### src/rtl/gate_mode_demonstration.sv
// -----------------------------------------------------------------------------
// gate_mode_demonstration
//
// Purpose:
//   Board demo for a configurable multi-input logic gate. A bank of slide
//   switches supplies the operands. A push-button steps the gate function
//   through AND -> OR -> XOR -> NAND -> NOR -> XNOR and then back to AND.
//   LEDs show the conditioned operands, the gate result and the mode index.
//
//   Every asynchronous pin goes through a 2-flop synchroniser. When the
//   debouncers are compiled in, each synchronised pin also needs
//   DEBOUNCE_CYCLES consecutive cycles at a new level before that level is
//   accepted as the "stable" value. All downstream logic uses stable values
//   only.
//
// Configuration macro:
//   GATE_DEMO_DEBOUNCE_EN
//     defined   : debouncers present on every switch and on the button.
//                 Pin-to-LED latency is DEBOUNCE_CYCLES+3 clocks.
//     undefined : stable value = synchroniser output. DEBOUNCE_CYCLES has
//                 no effect. Pin-to-LED latency is 3 clocks.
//
// Parameters:
//   NUM_INPUTS      : gate operand count (2..8)
//   DEBOUNCE_CYCLES : stable cycles needed to accept a new level (>= 2)
//
// Ports:
//   I_P_CLK       in   1           single clock for all logic
//   I_P_RST_N     in   1           synchronous, active-low reset
//   I_P_SW        in   NUM_INPUTS  asynchronous switch operands
//   I_P_BTN_MODE  in   1           asynchronous mode-advance button
//   O_P_LED_IN    out  NUM_INPUTS  registered echo of stable operands
//   O_P_LED_GATE  out  1           registered gate result
//   O_P_LED_MODE  out  3           mode register (also the FSM state)
//
// Handshake: none. The pins are level inputs and the LEDs are level outputs.
// -----------------------------------------------------------------------------
module gate_mode_demonstration #(
  parameter int NUM_INPUTS      = 4,
  parameter int DEBOUNCE_CYCLES = 1000000
) (
  input  logic                  I_P_CLK,
  input  logic                  I_P_RST_N,
  input  logic [NUM_INPUTS-1:0] I_P_SW,
  input  logic                  I_P_BTN_MODE,
  output logic [NUM_INPUTS-1:0] O_P_LED_IN,
  output logic                  O_P_LED_GATE,
  output logic [2:0]            O_P_LED_MODE
);

  // Switches and button are conditioned as one vector.
  // The button sits in the top bit.
  localparam int NSIG    = NUM_INPUTS + 1;
  localparam int BTN_IDX = NUM_INPUTS;

  localparam logic [2:0] MODE_AND  = 3'd0;
  localparam logic [2:0] MODE_OR   = 3'd1;
  localparam logic [2:0] MODE_XOR  = 3'd2;
  localparam logic [2:0] MODE_NAND = 3'd3;
  localparam logic [2:0] MODE_NOR  = 3'd4;
  localparam logic [2:0] MODE_XNOR = 3'd5;

  // ---------------------------------------------------------------------------
  // 2-flop synchronisers
  // ---------------------------------------------------------------------------
  logic [NSIG-1:0] raw;
  logic [NSIG-1:0] sync1_q;
  logic [NSIG-1:0] sync2_q;
  logic [NSIG-1:0] stable;

  assign raw = {I_P_BTN_MODE, I_P_SW};

  always_ff @(posedge I_P_CLK) begin
    if (!I_P_RST_N) begin
      sync1_q <= '0;
      sync2_q <= '0;
    end else begin
      sync1_q <= raw;
      sync2_q <= sync1_q;
    end
  end

`ifdef GATE_DEMO_DEBOUNCE_EN
  // ---------------------------------------------------------------------------
  // Debouncers: one stable bit and one counter per conditioned signal.
  // The counter counts cycles in which synced differs from stable.
  // Any cycle that agrees with stable restarts the count.
  // On the DEBOUNCE_CYCLES-th consecutive differing cycle, stable takes the
  // synced value and the counter clears.
  // ---------------------------------------------------------------------------
  localparam int              CW       = $clog2(DEBOUNCE_CYCLES);
  localparam logic [CW-1:0]   CNT_LAST = CW'(DEBOUNCE_CYCLES - 1);

  logic [NSIG-1:0] stable_q;
  logic [NSIG-1:0] stable_d;
  logic [CW-1:0]   cnt_q [NSIG];
  logic [CW-1:0]   cnt_d [NSIG];

  always_comb begin
    stable_d = stable_q;
    for (int i = 0; i < NSIG; i++) begin
      cnt_d[i] = cnt_q[i];
      if (sync2_q[i] == stable_q[i]) begin
        cnt_d[i] = '0;
      end else if (cnt_q[i] == CNT_LAST) begin
        stable_d[i] = sync2_q[i];
        cnt_d[i]    = '0;
      end else begin
        cnt_d[i] = cnt_q[i] + 1'b1;
      end
    end
  end

  always_ff @(posedge I_P_CLK) begin
    if (!I_P_RST_N) begin
      stable_q <= '0;
      for (int i = 0; i < NSIG; i++) begin
        cnt_q[i] <= '0;
      end
    end else begin
      stable_q <= stable_d;
      for (int i = 0; i < NSIG; i++) begin
        cnt_q[i] <= cnt_d[i];
      end
    end
  end

  assign stable = stable_q;
`else
  // No debouncers in this build: the synchroniser output is the stable value.
  // DEBOUNCE_CYCLES has no effect here and is only referenced to keep the
  // parameter in use.
  logic deb_cfg_unused;
  assign deb_cfg_unused = (DEBOUNCE_CYCLES >= 2);
  assign stable         = sync2_q;
`endif

  // ---------------------------------------------------------------------------
  // Button edge detection with post-reset arming
  //
  // After reset, the stable button value is 0 even if the button is held.
  // A held button would therefore look like a fresh 0->1 edge once its level
  // works through the synchroniser and debouncer. To block that, edges only
  // count after the button has been seen released.
  //
  // warm_q waits until the synchroniser holds real pin data. From then on,
  // a synced 0 on the button sets arm_q.
  // ---------------------------------------------------------------------------
  logic       btn_prev_q;
  logic       arm_q;
  logic       arm_d;
  logic [1:0] warm_q;
  logic [1:0] warm_d;
  logic       sync_valid;
  logic       btn_rise;

  assign sync_valid = (warm_q == 2'd2);
  assign warm_d     = sync_valid ? warm_q : (warm_q + 2'd1);
  assign arm_d      = arm_q | (sync_valid & ~sync2_q[BTN_IDX]);
  assign btn_rise   = stable[BTN_IDX] & ~btn_prev_q & arm_q;

  always_ff @(posedge I_P_CLK) begin
    if (!I_P_RST_N) begin
      btn_prev_q <= 1'b0;
      arm_q      <= 1'b0;
      warm_q     <= 2'd0;
    end else begin
      btn_prev_q <= stable[BTN_IDX];
      arm_q      <= arm_d;
      warm_q     <= warm_d;
    end
  end

  // ---------------------------------------------------------------------------
  // Mode FSM
  // The mode register is the state and is driven straight out on
  // O_P_LED_MODE. Codes 6 and 7 are unreachable. If either appears, the FSM
  // recovers to AND on the next cycle.
  // ---------------------------------------------------------------------------
  logic [2:0] mode_q;
  logic [2:0] mode_d;

  always_comb begin
    mode_d = mode_q;
    if (mode_q > MODE_XNOR) begin
      mode_d = MODE_AND;
    end else if (btn_rise) begin
      mode_d = (mode_q == MODE_XNOR) ? MODE_AND : (mode_q + 3'd1);
    end
  end

  always_ff @(posedge I_P_CLK) begin
    if (!I_P_RST_N) begin
      mode_q <= MODE_AND;
    end else begin
      mode_q <= mode_d;
    end
  end

  // ---------------------------------------------------------------------------
  // Gate evaluation and LED registers
  // The operands and the mode are sampled by the same register stage.
  // A mode change and an operand change arriving in the same cycle therefore
  // reach the LED together, with no mixed intermediate value.
  // ---------------------------------------------------------------------------
  logic [NUM_INPUTS-1:0] operands;
  logic                  gate_d;
  logic [NUM_INPUTS-1:0] led_in_q;
  logic                  led_gate_q;

  assign operands = stable[NUM_INPUTS-1:0];

  always_comb begin
    gate_d = 1'b0;
    case (mode_q)
      MODE_AND:  gate_d = &operands;
      MODE_OR:   gate_d = |operands;
      MODE_XOR:  gate_d = ^operands;
      MODE_NAND: gate_d = ~&operands;
      MODE_NOR:  gate_d = ~|operands;
      MODE_XNOR: gate_d = ~^operands;
      default:   gate_d = 1'b0;  // unreachable codes force the LED off
    endcase
  end

  always_ff @(posedge I_P_CLK) begin
    if (!I_P_RST_N) begin
      led_in_q   <= '0;
      led_gate_q <= 1'b0;
    end else begin
      led_in_q   <= operands;
      led_gate_q <= gate_d;
    end
  end

  assign O_P_LED_IN   = led_in_q;
  assign O_P_LED_GATE = led_gate_q;
  assign O_P_LED_MODE = mode_q;

endmodule

### config.mk
export PLATFORM = sky130hd
export DESIGN_NAME = gate_mode_demonstration
export DESIGN_NICKNAME = d
export VERILOG_FILES = /design/src/rtl/gate_mode_demonstration.sv
export SDC_FILE = /design/constraint.sdc
export NUM_CORES = 1
export LEC_CHECK = 0
export CAP_MARGIN = 20
export CORE_MARGIN = 5
export CORE_UTILIZATION = 45
export CTS_BUF_LIST = sky130_fd_sc_hd__clkbuf_4 sky130_fd_sc_hd__clkbuf_8 sky130_fd_sc_hd__clkbuf_16
export DETAILED_ROUTE_END_ITERATION = 10
export DONT_BUFFER_PORTS = 1
export SETUP_SLACK_MARGIN = 0.2
export SYNTH_ARGS = -nofsm -noshare
export SYNTH_HDL_FRONTEND = slang
export SYNTH_SLANG_ARGS = --single-unit
export TNS_END_PERCENT = 1
### constraint.sdc
create_clock -name I_P_CLK -period 2.65 [get_ports I_P_CLK]
set_input_delay 0.265 -clock I_P_CLK [delete_from_list [all_inputs] [get_ports I_P_CLK]]
set_output_delay 0.265 -clock I_P_CLK [all_outputs]
set_load 0.01 [all_outputs]
==> out/metrics.cfg <==
[floorplan]
die_height_um = 53.4
die_area_um2 = 2850
start_util = 0.480
rows = 15
die_x_um = 53.4
io-pin-count = 15
core_um2 = 1760

[pwr]
irDropWorstVdd_uv = 367
total_power_mw = 0.614
powerDensity_nw_per_um2 = 681
p_leak_nw = 0.386

[logic_synthesis]
synth_warnings = 0
synthAdderAreaFrac = 0.0886
async_flop_share = 0
yosys_register_bits = 22
muxShareOfSynthArea = 0
syn-cell-area_um2 = 847
seq_area_frac_synth = 0.520
synth-compound-area-share = 0.0635
syn_nets = 100
synth_edf_count = 0
synth_top_family_by_area = simple AND/OR/NAND/NOR gates
syn-mean-instance-area_um2 = 9.74
syn_inst = 87
synth_cell_types = 25
synth_top_flop_cell = dfxtp_1
synthXorXnorAreaFrac = 0.0310
synth-simple-area-share = 0.247

[hold_path]
min_from = I_P_RST_N
holdCritPathClass = in2reg
min_path_cells = 1

[clock_tree]
cts_resized = 0
cts_sinks = 22
cts_setup_buffers = 0
cts_tree = yes
htreeDepth = 1
cts_hold_buffers = 0
cts_buffers = 3
cts_buffer_depth = 2
cts_root_buffer = clkbuf_4
clk_latency_ns = 0.30
clk_pin_slew_ns = 0.11

[routing]
drc = 0
wl_per_cell_um = 10.1
drt_iter0_drc = 1
detail-route-antenna-nets = 0
avgViaCountPerCell = 4.69
dr.pass1.iters = 4
finalWirelength_um = 1140
num_vias = 530

[setup_path]
critical_path_arrival_ns = 1.65
cp_cell_sequence = inv_1, ha_1, nor2_1, nor2_1, nor3_1, o21a_1
crit_type = reg2reg
crit_top_cell = nor2_1
path_max_fanout = 7
cp_slowest_cell = dfxtp_1
end_kind = register
crit_required_ns = 2.86
start_kind = register
cp-startpoint = O_P_LED_MODE[2]
rr_worst_depth = 6
slowest_delay_ns = 0.50
r2r_start = O_P_LED_MODE[2]

[run_status]
outcome = finished, final reports clean

[finish]
layout-drive-gt1-share = 0.0682
area_delta_synth_final_pct = 6.50
antenna-diode-count = 0
fin_nets = 102
fillers = 174

[timing]
min_period_over_period = 0.541
setup-tns-final_ns = 0
finalHoldViolCount = 0
fmax_mhz = 697
min_period_ns = 1.43
skew_ns = 0.00608
finalSetupViolCount = 0
maxSlewViolCount = 0
slew_headroom = 0.778
rsz0062_at_grt = no
worst_pin_slew_ns = 0.333

[grt]
overflow = 0
antenna_found_initial = 0
grt_max_degree = 23
grt_pass1_wl_um = 2110
grt_pass1_vias = 535
grt.total_usage = 0.106

[place]
routabilityCongestion = 0.749
hpwl_um = 829
io_buffers = 0

[job]
drv_cap = 0

-- metal layers --
| metal | wire, µm | track usage |
|---|---|---|
| met5 | 0 | 0 |
| met4 | 28 | 0.0511 |
| met3 | 73 | 0.0535 |
| met2 | 551 | 0.190 |
| met1 | 483 | 0.0971 |
-- sequential cells by signal, summed over array words and instances, names as in the netlist --
signal	count
O_P_LED_GATE	1
O_P_LED_IN	4
O_P_LED_MODE	3
arm_q	1
btn_prev_q	1
stable	5
sync1_q	5
warm_q	2
-- placed cells by master, fill, tap and decap left out --
master,instances
dfxtp_1,22
and2_1,17
nand2_1,8
inv_1,7
ha_1,6
nor3_1,3
clkbuf_4,3
xnor2_1,2
o21a_1,2
o21ai_0,2
nor2_1,2
inv_2,1
nand3b_1,1
or2_1,1
and3_1,1
and4_1,1
nor2b_1,1
xor2_1,1
or2_2,1
o22ai_1,1
o21bai_1,1
nor4b_1,1
a41oi_1,1
a31oi_1,1
clkbuf_8,1
-- through the flow --
stage	hold slack (ns)	instance area [µm²]	std cells	setup slack, ns	utilization
after floorplan	0.392	847	87	1.34	-
after global placement	0.385	866	109	1.26	0.491
after detailed placement	0.391	866	109	1.23	0.491
after CTS	0.0510	902	113	1.21	0.511
after global routing	0.0425	902	113	1.12	0.511
final	0.0687	902	113	1.22	0.511
-- cell type report --
cell class	instances	area, µm²	area share
Sequential cell	22	440	0.488
Multi-Input combinational cell	54	364	0.404
Clock buffer	4	36.3	0.0402
Tap cell	25	31.3	0.0347
Inverter	8	30.0	0.0333
-- final timing paths --
| check | to | slack (ns) |
|---|---|---|
| max | O_P_LED_MODE[2] | 1.22 |
| min | arm_q | 0.07 |
| max reg2reg | O_P_LED_MODE[2] | 1.22 |
| min reg2reg | stable[3] | 0.44 |
-- power breakdown --
group / internal [mW] / switching (mW) / leakage (nW)
logic: 0.0375 / 0.0276 / 0.185
clock network: 0.0839 / 0.0932 / 0.0210
registers: 0.358 / 0.0147 / 0.180
total: 0.479 / 0.135 / 0.386
-- critical path, delay by kind of cell, from the launching register on --
kind / cells / cell delay [ns]
simple gates: 3 / 0.18
compound gates: 1 / 0.19
fa+ha+maj: 1 / 0.32
flops: 1 / 0.50
buf+inv: 1 / 0.15
-- cells in the mapped netlist, types with 2 or more instances --
cell / n / area [µm²]
nand2_1: 8 / 30.0
clkbuf_1: 2 / 7.51
nor3_1: 3 / 15.0
nor2_1: 2 / 7.51
ha_1: 6 / 75.1
xnor2_1: 2 / 17.5
o21a_1: 2 / 15.0
inv_1: 7 / 26.3
dfxtp_1: 22 / 440
o21ai_0: 2 / 10.0
and2_1: 17 / 106
-- kinds of logic (layout without fill, tap and decap cells) --
family	Yosys count	after routing
compound gates	8	8
xor+xnor	3	3
simple gates	37	37
fa+ha+maj	6	6
flops	22	22
buf+inv	11	12
Note: power is estimated with default switching activity, not from simulation.
